[config.mk]
export PLATFORM = sky130hd
export DESIGN_NAME = cacheline_arbiter_flat
export DESIGN_NICKNAME = d
export VERILOG_FILES = /design/src/rtl/cacheline_arbiter_if.sv /design/src/rtl/cacheline_arbiter.sv /design/src/flat_wrapper.sv
export SDC_FILE = /design/constraint.sdc
export NUM_CORES = 1
export LEC_CHECK = 0
export CAP_MARGIN = 20
export CORE_AREA = 2 2 632 634
export CTS_BUF_LIST = sky130_fd_sc_hd__clkbuf_2
export CTS_CLUSTER_DIAMETER = 80
export DETAILED_ROUTE_END_ITERATION = 10
export DIE_AREA = 0 0 634 636
export GPL_TIMING_DRIVEN = 0
export PLACE_DENSITY = 0.3
export SLEW_MARGIN = 5
export SYNTH_ARGS = -nofsm -noshare
export SYNTH_HDL_FRONTEND = slang
export SYNTH_SLANG_ARGS = --single-unit
[constraint.sdc]
create_clock -name clk -period 1.27 [get_ports clk]
set_input_delay 0.127 -clock clk [delete_from_list [all_inputs] [get_ports clk]]
set_output_delay 0.127 -clock clk [all_outputs]
set_load 0.01 [all_outputs]
[src/rtl/cacheline_arbiter_if.sv]
// One cache-line transaction port: request side (master) and memory/responder side (slave).
// Used for icache<->arbiter, dcache<->arbiter and arbiter<->pmem; icache never writes.
interface cacheline_arbiter_if #(
  parameter int ADDR_W = 32,
  parameter int LINE_W = 256
);
  logic              read;
  logic              write;
  logic [ADDR_W-1:0] address;
  logic [LINE_W-1:0] wdata;
  logic [LINE_W-1:0] rdata;
  logic              resp;

  modport master (output read, write, address, wdata, input rdata, resp);
  modport slave  (input read, write, address, wdata, output rdata, resp);
endinterface

[src/rtl/cacheline_arbiter.sv]
// Serialises icache/dcache line transactions onto the single pmem port, dcache first.
// Define CACHELINE_ARB_ROUND_ROBIN_EN to alternate grants on simultaneous requests.
module cacheline_arbiter #(
  parameter int ADDR_W = 32,
  parameter int LINE_W = 256
) (
  input  logic                clk,
  input  logic                rst,
  cacheline_arbiter_if.slave  icache,
  cacheline_arbiter_if.slave  dcache,
  cacheline_arbiter_if.master pmem
);
  localparam int OFF_W = $clog2(LINE_W / 8);

  typedef enum logic [1:0] {IDLE, SERVE_I, SERVE_D} state_t;

  state_t            state_reg, state_next;
  logic              i_req, d_req, d_first;
  logic [ADDR_W-1:0] line_mask;
  logic              unused_ok;

  assign line_mask = {{(ADDR_W-OFF_W){1'b1}}, {OFF_W{1'b0}}};
  assign i_req     = icache.read;
  assign d_req     = dcache.read | dcache.write;
  assign unused_ok = ^{icache.write, icache.wdata};

  // Read data is broadcast; each cache qualifies it with its own resp.
  assign icache.rdata = pmem.rdata;
  assign dcache.rdata = pmem.rdata;

`ifdef CACHELINE_ARB_ROUND_ROBIN_EN
  logic prio_d_reg, prio_d_next;

  always_ff @(posedge clk) begin
    if (rst) prio_d_reg <= 1'b1;
    else     prio_d_reg <= prio_d_next;
  end

  // Pointer moves only on completion, to whichever cache was not just served.
  always_comb begin
    prio_d_next = prio_d_reg;
    if (pmem.resp && state_reg == SERVE_D)      prio_d_next = 1'b0;
    else if (pmem.resp && state_reg == SERVE_I) prio_d_next = 1'b1;
  end

  assign d_first = d_req && (prio_d_reg || !i_req);
`else
  assign d_first = d_req;
`endif

  always_ff @(posedge clk) begin
    if (rst) state_reg <= IDLE;
    else     state_reg <= state_next;
  end

  always_comb begin
    state_next   = state_reg;
    pmem.read    = 1'b0;
    pmem.write   = 1'b0;
    pmem.address = '0;
    pmem.wdata   = '0;
    icache.resp  = 1'b0;
    dcache.resp  = 1'b0;
    case (state_reg)
      IDLE: begin
        if (d_first)    state_next = SERVE_D;
        else if (i_req) state_next = SERVE_I;
      end
      SERVE_I: begin
        pmem.read    = icache.read;
        pmem.address = icache.address & line_mask;
        icache.resp  = pmem.resp;
        if (pmem.resp) state_next = IDLE;
      end
      SERVE_D: begin
        // A simultaneous read+write is treated as a writeback.
        pmem.read    = dcache.read & ~dcache.write;
        pmem.write   = dcache.write;
        pmem.address = dcache.address & line_mask;
        pmem.wdata   = dcache.wdata;
        dcache.resp  = pmem.resp;
        if (pmem.resp) state_next = IDLE;
      end
      default: state_next = IDLE;
    endcase
  end
endmodule
[src/flat_wrapper.sv]
// flat-port wrapper written by rule: the top's interface ports become plain ports
module cacheline_arbiter_flat 
#(
  parameter int ADDR_W = 32,
  parameter int LINE_W = 256
)
  (clk, rst, icache_read, icache_write, icache_address, icache_wdata, icache_rdata, icache_resp, dcache_read, dcache_write, dcache_address, dcache_wdata, dcache_rdata, dcache_resp, pmem_read, pmem_write, pmem_address, pmem_wdata, pmem_rdata, pmem_resp);
  cacheline_arbiter_if #(.ADDR_W(ADDR_W), .LINE_W(LINE_W)) icache_i ();
  cacheline_arbiter_if #(.ADDR_W(ADDR_W), .LINE_W(LINE_W)) dcache_i ();
  cacheline_arbiter_if #(.ADDR_W(ADDR_W), .LINE_W(LINE_W)) pmem_i ();
  input  logic clk;
  input  logic rst;
  input wire logic [$bits(icache_i.read)-1:0] icache_read;
  input wire logic [$bits(icache_i.write)-1:0] icache_write;
  input wire logic [$bits(icache_i.address)-1:0] icache_address;
  input wire logic [$bits(icache_i.wdata)-1:0] icache_wdata;
  output wire logic [$bits(icache_i.rdata)-1:0] icache_rdata;
  output wire logic [$bits(icache_i.resp)-1:0] icache_resp;
  input wire logic [$bits(dcache_i.read)-1:0] dcache_read;
  input wire logic [$bits(dcache_i.write)-1:0] dcache_write;
  input wire logic [$bits(dcache_i.address)-1:0] dcache_address;
  input wire logic [$bits(dcache_i.wdata)-1:0] dcache_wdata;
  output wire logic [$bits(dcache_i.rdata)-1:0] dcache_rdata;
  output wire logic [$bits(dcache_i.resp)-1:0] dcache_resp;
  output wire logic [$bits(pmem_i.read)-1:0] pmem_read;
  output wire logic [$bits(pmem_i.write)-1:0] pmem_write;
  output wire logic [$bits(pmem_i.address)-1:0] pmem_address;
  output wire logic [$bits(pmem_i.wdata)-1:0] pmem_wdata;
  input wire logic [$bits(pmem_i.rdata)-1:0] pmem_rdata;
  input wire logic [$bits(pmem_i.resp)-1:0] pmem_resp;
  assign icache_i.read = icache_read;
  assign icache_i.write = icache_write;
  assign icache_i.address = icache_address;
  assign icache_i.wdata = icache_wdata;
  assign icache_rdata = icache_i.rdata;
  assign icache_resp = icache_i.resp;
  assign dcache_i.read = dcache_read;
  assign dcache_i.write = dcache_write;
  assign dcache_i.address = dcache_address;
  assign dcache_i.wdata = dcache_wdata;
  assign dcache_rdata = dcache_i.rdata;
  assign dcache_resp = dcache_i.resp;
  assign pmem_read = pmem_i.read;
  assign pmem_write = pmem_i.write;
  assign pmem_address = pmem_i.address;
  assign pmem_wdata = pmem_i.wdata;
  assign pmem_i.rdata = pmem_rdata;
  assign pmem_i.resp = pmem_resp;
  cacheline_arbiter #(.ADDR_W(ADDR_W), .LINE_W(LINE_W)) u_core (.clk(clk), .rst(rst), .icache(icache_i), .dcache(dcache_i), .pmem(pmem_i));
endmodule
==> flow_metrics.tcl, run 1 <==
set metrics [dict create \
    clkLatencyLatePin_ns 0.25 \
    overflow 0 \
    cts_buffer_depth 2 \
    seq_area_frac_synth_pct 0.639 \
    multi_input_area_um2 2820 \
    antenna_found_initial 276 \
    grt_pass1_vias 11200 \
    crit_chain "inv_4 -> ha_4 -> buf_12 -> buf_12 -> buf_16 -> buf_12 -> buf_8 -> and2_4 -> buf_12" \
    hp-class "in2reg" \
    fill_cells 46600 \
    synth_largest_area_cell "buf_4" \
    cts_tree "done" \
    post-route-min-period_ns 1.95 \
    dieWidth_um 634 \
    violations "setup timing" \
    die_area_um2 403000 \
    avgSynthCellArea_um2 7.03 \
    whs_ns 0.461 \
    post-route-util_pct 6.86 \
    fp-row-count 232 \
    maxCapViolations 0 \
    grt_pass1_wl_um 258000 \
    worst_slew_pin_slew_ns 0.992 \
    h-tree-depth 1 \
    ir_drop_mv 0.183 \
    drtAntennaViolNets 0 \
    place_inst 7273 \
    synth.distinct_cells 20 \
    fin_nets 2916 \
    dieHeight_um 636 \
    fmax_ghz 0.513 \
    rsz0062_at_grt "true" \
    ios 1643 \
    yosys-top-cells-area "buf_4 62%, and2_1 26%, a22oi_1 3.2%" \
    first_iter_violations 565 \
    slowest_stage "dfxtp_4" \
    finalSetupViolations 317 \
    synth_top_area_share_pct 62.2 \
    worstPathRequired_ns 1.14 \
    largest_reg_flops 2 \
    regArea_um2 47.5 \
    portBuffers 1114 \
    critPathMaxFanout 7 \
    worstSetupStartpoint "u_core.state_reg[0]" \
    rr_startpoint "u_core.state_reg[0]" \
    fin_ws_ns -0.678 \
    path_class "reg2out" \
    fin_cells 7380 \
    grt_max_degree 11 \
    syn_area_um2 6260 \
    switching_share_pct 47.1 \
    gp_congestion 0.936 \
    pwr-share-seq_pct 0.6 \
    via_per_inst 1.56 \
    wl_um 234000 \
    hp-start "rst" \
    final_layout_size_suffix_gt1_share_pct 55.4 \
    worst-endpoint-arrival_ns 1.82 \
    wl_per_cell_um 31.7 \
    crit_top_cell "buf_12" \
    slew_violations 0 \
    clock-skew-final_ns 0.00404 \
    drt-pass1-iter-count 5 \
    hold_buffers 0 \
    p_switching_mw 6.96 \
    power_frac_comb_pct 98.7 \
    cts-buffers-inserted 3 \
    drc 0 \
    max_slew_margin_pct 33.7 \
    status "finished with violations" \
    vias 11500 \
    synth_warnings 0 \
    area_growth_syn_to_layout_pct 335 \
    clock-root-buffer "clkbuf_2" \
    core-area_um2 397000 \
    start_kind "flip-flop" \
    synth-seq-cells 2 \
    grt_util_all_layers_pct 11.2 \
    clock_sinks 2 \
    hpwl_um 227000 \
    critical_path.max_stage_delay_ns 0.35 \
    internal-power_mw 7.81 \
    endpoint_kind "primary output" \
    hold_violations 0 \
    clkPwrFrac_pct 0.7 \
    path_clk_slew_ns 0.04 \
    fin_crit_sh_pct 153 \
    leakage_nw 9.68 \
    initial_core_util_pct 1.58 \
    power_density_nw_per_um2 542 \
    syn-instance-count 890 \
]
routing by layer:
layer  routed length, µm  global-route usage, %  vias to the layer above
li1                    -                      -                     4610
met1               97000                   13.3                     5165
met2               90100                   15.6                     1234
met3               43400                   9.78                      418
met4                2860                  0.531                       52
met5                 348                      0                        -
layout by cell type, fill, tap and decap left out, types with 5 or more instances in the layout:
| cell | n |
|---|---|
| buf_4 | 533 |
| nor2b_1 | 10 |
| buf_6 | 148 |
| clkdlybuf4s50_1 | 827 |
| a22oi_2 | 27 |
| buf_8 | 55 |
| conb_1 | 5 |
| and2_1 | 71 |
| buf_12 | 117 |
| nor2b_2 | 19 |
| buf_16 | 7 |
| and2_4 | 189 |
| buf_2 | 27 |
| clkbuf_2 | 9 |
| diode_2 | 43 |
| clkbuf_16 | 5 |
area by class of cell:
cell class / count / area share [%]
Timing Repair Buffer: 1179 / 48.8
Tap cell: 5265 / 24.2
Inverter: 2 / 0.0368
Sequential cell: 2 / 0.175
Antenna cell: 43 / 0.395
Clock buffer: 3 / 0.0551
Buffer: 551 / 16.0
Multi-Input combinational cell: 335 / 10.3
cells in the mapped netlist:
cell type  number
or2b_1          1
nor2_1          1
buf_2           8
ha_1            3
a21oi_1         3
o21ai_0         1
nand2_1         2
conb_1          1
a22oi_1        27
and2_1        260
inv_1           2
clkbuf_2       21
buf_6           5
nor3_1          1
nor2b_1        29
buf_4         519
clkbuf_1        2
nand3b_1        1
o21ai_1         1
dfxtp_1         2
critical path: cells and delay by family (launching register included):
| family | cells | cell delay (ns) |
|---|---|---|
| adders and majority gates | 1 | 0.15 |
| DFF | 1 | 0.35 |
| buffers and inverters | 7 | 0.88 |
| and+or+nand+nor | 1 | 0.14 |
path summary, 6_finish.rpt:
kind | endpoint | slack (ns) | cells past startpoint
setup / recovery | pmem_wdata[78] | -0.68 | 9
hold / removal | u_core.state_reg[1] | 0.46 | 2
setup reg to reg | u_core.state_reg[0] | -0.10 | 6
hold reg to reg | u_core.state_reg[1] | 0.56 | 2
power by group through the flow:
| stage | Combinational [mW] | Sequential [mW] | Clock [mW] |
|---|---|---|---|
| after global placement | 11.7 | 0.0775 | 0 |
| after detailed placement | 11.7 | 0.0778 | 0 |
| after CTS | 13.9 | 0.0821 | 0.114 |
| after global routing | 15.6 | 0.0829 | 0.122 |
| after floorplan | 3.35 | 0.0758 | 0 |
| final | 14.6 | 0.0821 | 0.106 |
kinds of logic (layout without fill, tap and decap cells):
kind of cell / after synthesis / after routing / share of synthesized area [%]
compound gates: 32 / 32 / 3.64
fa+ha+maj: 3 / 3 / 0.600
buf+inv: 557 / 1735 / 65.7
flops: 2 / 2 / 0.640
other cells: 1 / 48 / 0.0599
simple gates: 295 / 295 / 29.4
through the flow:
step                      setup TNS (ns)  instance area (µm²)  power, mW  worst slack (ns)
final                            -157.68                27200       14.8            -0.678
after global routing             -179.69                27200       15.8            -0.734
after CTS                        -175.24                26200       14.1            -0.751
after detailed placement         -324.37                24100       11.8             -1.45
after global placement           -319.83                24100       11.8             -1.44
after floorplan                   -0.266                 6340       3.42          -0.00541
timing repair:
| item | CTS | global route |
|---|---|---|
| setup buffers | 29 | 22 |
| endpoints found under the setup margin | 326 | 323 |
| gates resized for setup | 1934 | 521 |
| cloned | 14 | 5 |
| pin swaps | 7 | 12 |
No activity file was read; power rests on OpenSTA's default activity.
==> run 2: changes to the inputs <==
--- a/config.mk
+++ b/config.mk
@@ -6,11 +6,11 @@
 export NUM_CORES = 1
 export LEC_CHECK = 0
 export CAP_MARGIN = 20
-export CORE_AREA = 2 2 632 634
+export CORE_AREA = 2 2 649 651
 export CTS_BUF_LIST = sky130_fd_sc_hd__clkbuf_2
 export CTS_CLUSTER_DIAMETER = 80
 export DETAILED_ROUTE_END_ITERATION = 10
-export DIE_AREA = 0 0 634 636
+export DIE_AREA = 0 0 651 653
 export GPL_TIMING_DRIVEN = 0
 export PLACE_DENSITY = 0.3
 export SLEW_MARGIN = 5
==> constraint.sdc (replaced) <==
create_clock -name clk -period 1.8 [get_ports clk]
set_input_delay 0.18 -clock clk [delete_from_list [all_inputs] [get_ports clk]]
set_output_delay 0.18 -clock clk [all_outputs]
set_load 0.01 [all_outputs]
==> flow_metrics.tcl, run 2 (synthesis results as in run 1) <==
set metrics [dict create \
    ir_drop_mv 0.122 \
    die_area_um2 425000 \
    core-area_um2 418000 \
    r2r-end "u_core.state_reg[0]" \
    hpwl_um 237000 \
    hp-start "u_core.state_reg[1]" \
    worst-endpoint-arrival_ns 1.89 \
    worstPathRequired_ns 1.62 \
    final_cell_area_um2 27700 \
    violations "setup timing" \
    grt_max_degree 11 \
    layout_common_cells "827 x clkdlybuf4s50_1, 538 x buf_4, 197 x and2_4" \
    antenna_found_initial 235 \
    fill_cells 49100 \
    crit_top_cell "buf_12" \
    endpoint_kind "primary output" \
    wl_um 243000 \
    rsz0062_at_grt "true" \
    post-route-min-period_ns 2.07 \
    leakage_nw 9.89 \
    dpl_cell_area_um2 24300 \
    slowest_stage "dfxtp_2" \
    portBuffers 1114 \
    clock-skew-final_ns 0.0000227 \
    wl_met2_um 105000 \
    rr_startpoint "u_core.state_reg[0]" \
    hold_violations 0 \
    clkLatencyLatePin_ns 0.20 \
    grt_pass1_wl_um 265000 \
    clock_sinks 2 \
    clock-root-buffer "clkbuf_2" \
    cts-buffers-inserted 3 \
    hold_buffers 0 \
    critPathMaxFanout 6 \
    regArea_um2 45.0 \
    h-tree-depth 1 \
    drtAntennaViolNets 0 \
    dr_wl_met3_um 44500 \
    path_depth 10 \
    via_per_inst 1.47 \
    gp_congestion 0.876 \
    fin_crit_sh_pct 115 \
    max_slew_margin_pct 31.5 \
    path_class "reg2out" \
    min_delay_path_depth 2 \
    vias 11300 \
    critical_path.max_stage_delay_ns 0.33 \
    fp-row-count 238 \
    cts_buffer_depth 2 \
    whs_ns 0.539 \
    top_layer "met5" \
    crit_chain "inv_2 -> ha_4 -> buf_12 -> buf_12 -> buf_16 -> clkbuf_16 -> buf_8 -> buf_6 -> and2_4 -> buf_12" \
    drt-pass1-iter-count 4 \
    overflow 0 \
    fmax_ghz 0.483 \
    initial_core_util_pct 1.50 \
    slew_violations 0 \
    first_iter_violations 567 \
    worst_slew_pin_slew_ns 1.02 \
    place_inst 7528 \
    multi_input_area_um2 2830 \
    dieHeight_um 653 \
    ios 1643 \
    finalSetupViolations 266 \
    wl_met1_um 90200 \
    reg2reg_slack_ns 0.30 \
    largest_reg_flops 2 \
    dieWidth_um 651 \
    area_growth_syn_to_layout_pct 342 \
    drc 0 \
    start_kind "flip-flop" \
    critPathBufInv 8 \
    worst_path_dominant_cell_family "buffers and inverters" \
    path_clk_slew_ns 0.03 \
    worstSetupStartpoint "u_core.state_reg[0]" \
    cts_tree "done" \
    final_layout_size_suffix_gt1_share_pct 55.0 \
    maxCapViolations 0 \
    status "finished with violations" \
    fin_cells 7671 \
    min_to "u_core.state_reg[1]" \
    grt_pass1_vias 10800 \
    hp-class "reg2reg" \
    rr_worst_depth 7 \
    grt_util_all_layers_pct 11.0 \
    layout_commonest_cell "clkdlybuf4s50_1" \
    tns_ns -32.85 \
    fin_nets 2928 \
    power_density_nw_per_um2 382 \
    fin_ws_ns -0.269 \
    wl_per_cell_um 31.7 \
]
[run 2: cell type report]
cell class | count | area share [%]
sequential | 2 | 0.163
antenna | 67 | 0.606
inverter | 2 | 0.0362
tap | 5520 | 25.0
timing repair buffer | 1192 | 48.0
buffer | 550 | 16.0
multi-input combinational | 335 | 10.2
clock buffer | 3 | 0.0543
[run 2: repair_timing]
item,in CTS,in global routing
endpoints found under the setup margin,287,286
setup buffers,23,43
resized for setup,1312,980
pin swaps,1,9
gates cloned,7,8
[run 2: through the flow]
stage | worst slack (ns) | total power, mW | util [%]
after global routing | -0.361 | 11.2 | 6.57
after CTS | -0.486 | 9.46 | 6.16
after floorplan | 0.373 | 2.38 | -
after global placement | -1.13 | 8.37 | 5.82
after detailed placement | -1.17 | 8.35 | 5.82
final | -0.269 | 10.6 | 6.61
[run 2: worst min-delay path, cell delays in order, from the launching register on]
cell and delay, ns:
dfxtp_4 0.35, o21ai_0 0.08, a21oi_1 0.06
[run 2: metal layers]
metal  global-route usage (%)  vias up
met5                        0        -
met3                     9.30      380
met1                     11.8     5006
met2                     16.9     1112
li1                         -     4675
met4                    0.749       78
[run 2: report_power, final]
part           internal [mW]  switching, mW  total, mW
registers             0.0518        0.00825     0.0600
clock network         0.0443         0.0278     0.0721
logic                   5.49           4.95       10.4
total                   5.58           4.98       10.6
[run 2: worst max-delay path by stage]
stage and to:
3_3_place_gp pmem_wdata[163], 3_5_place_dp pmem_wdata[163], 6_report pmem_wdata[164], 4_1_cts pmem_wdata[24], 5_1_grt pmem_wdata[164], 2_1_floorplan pmem_address[10]
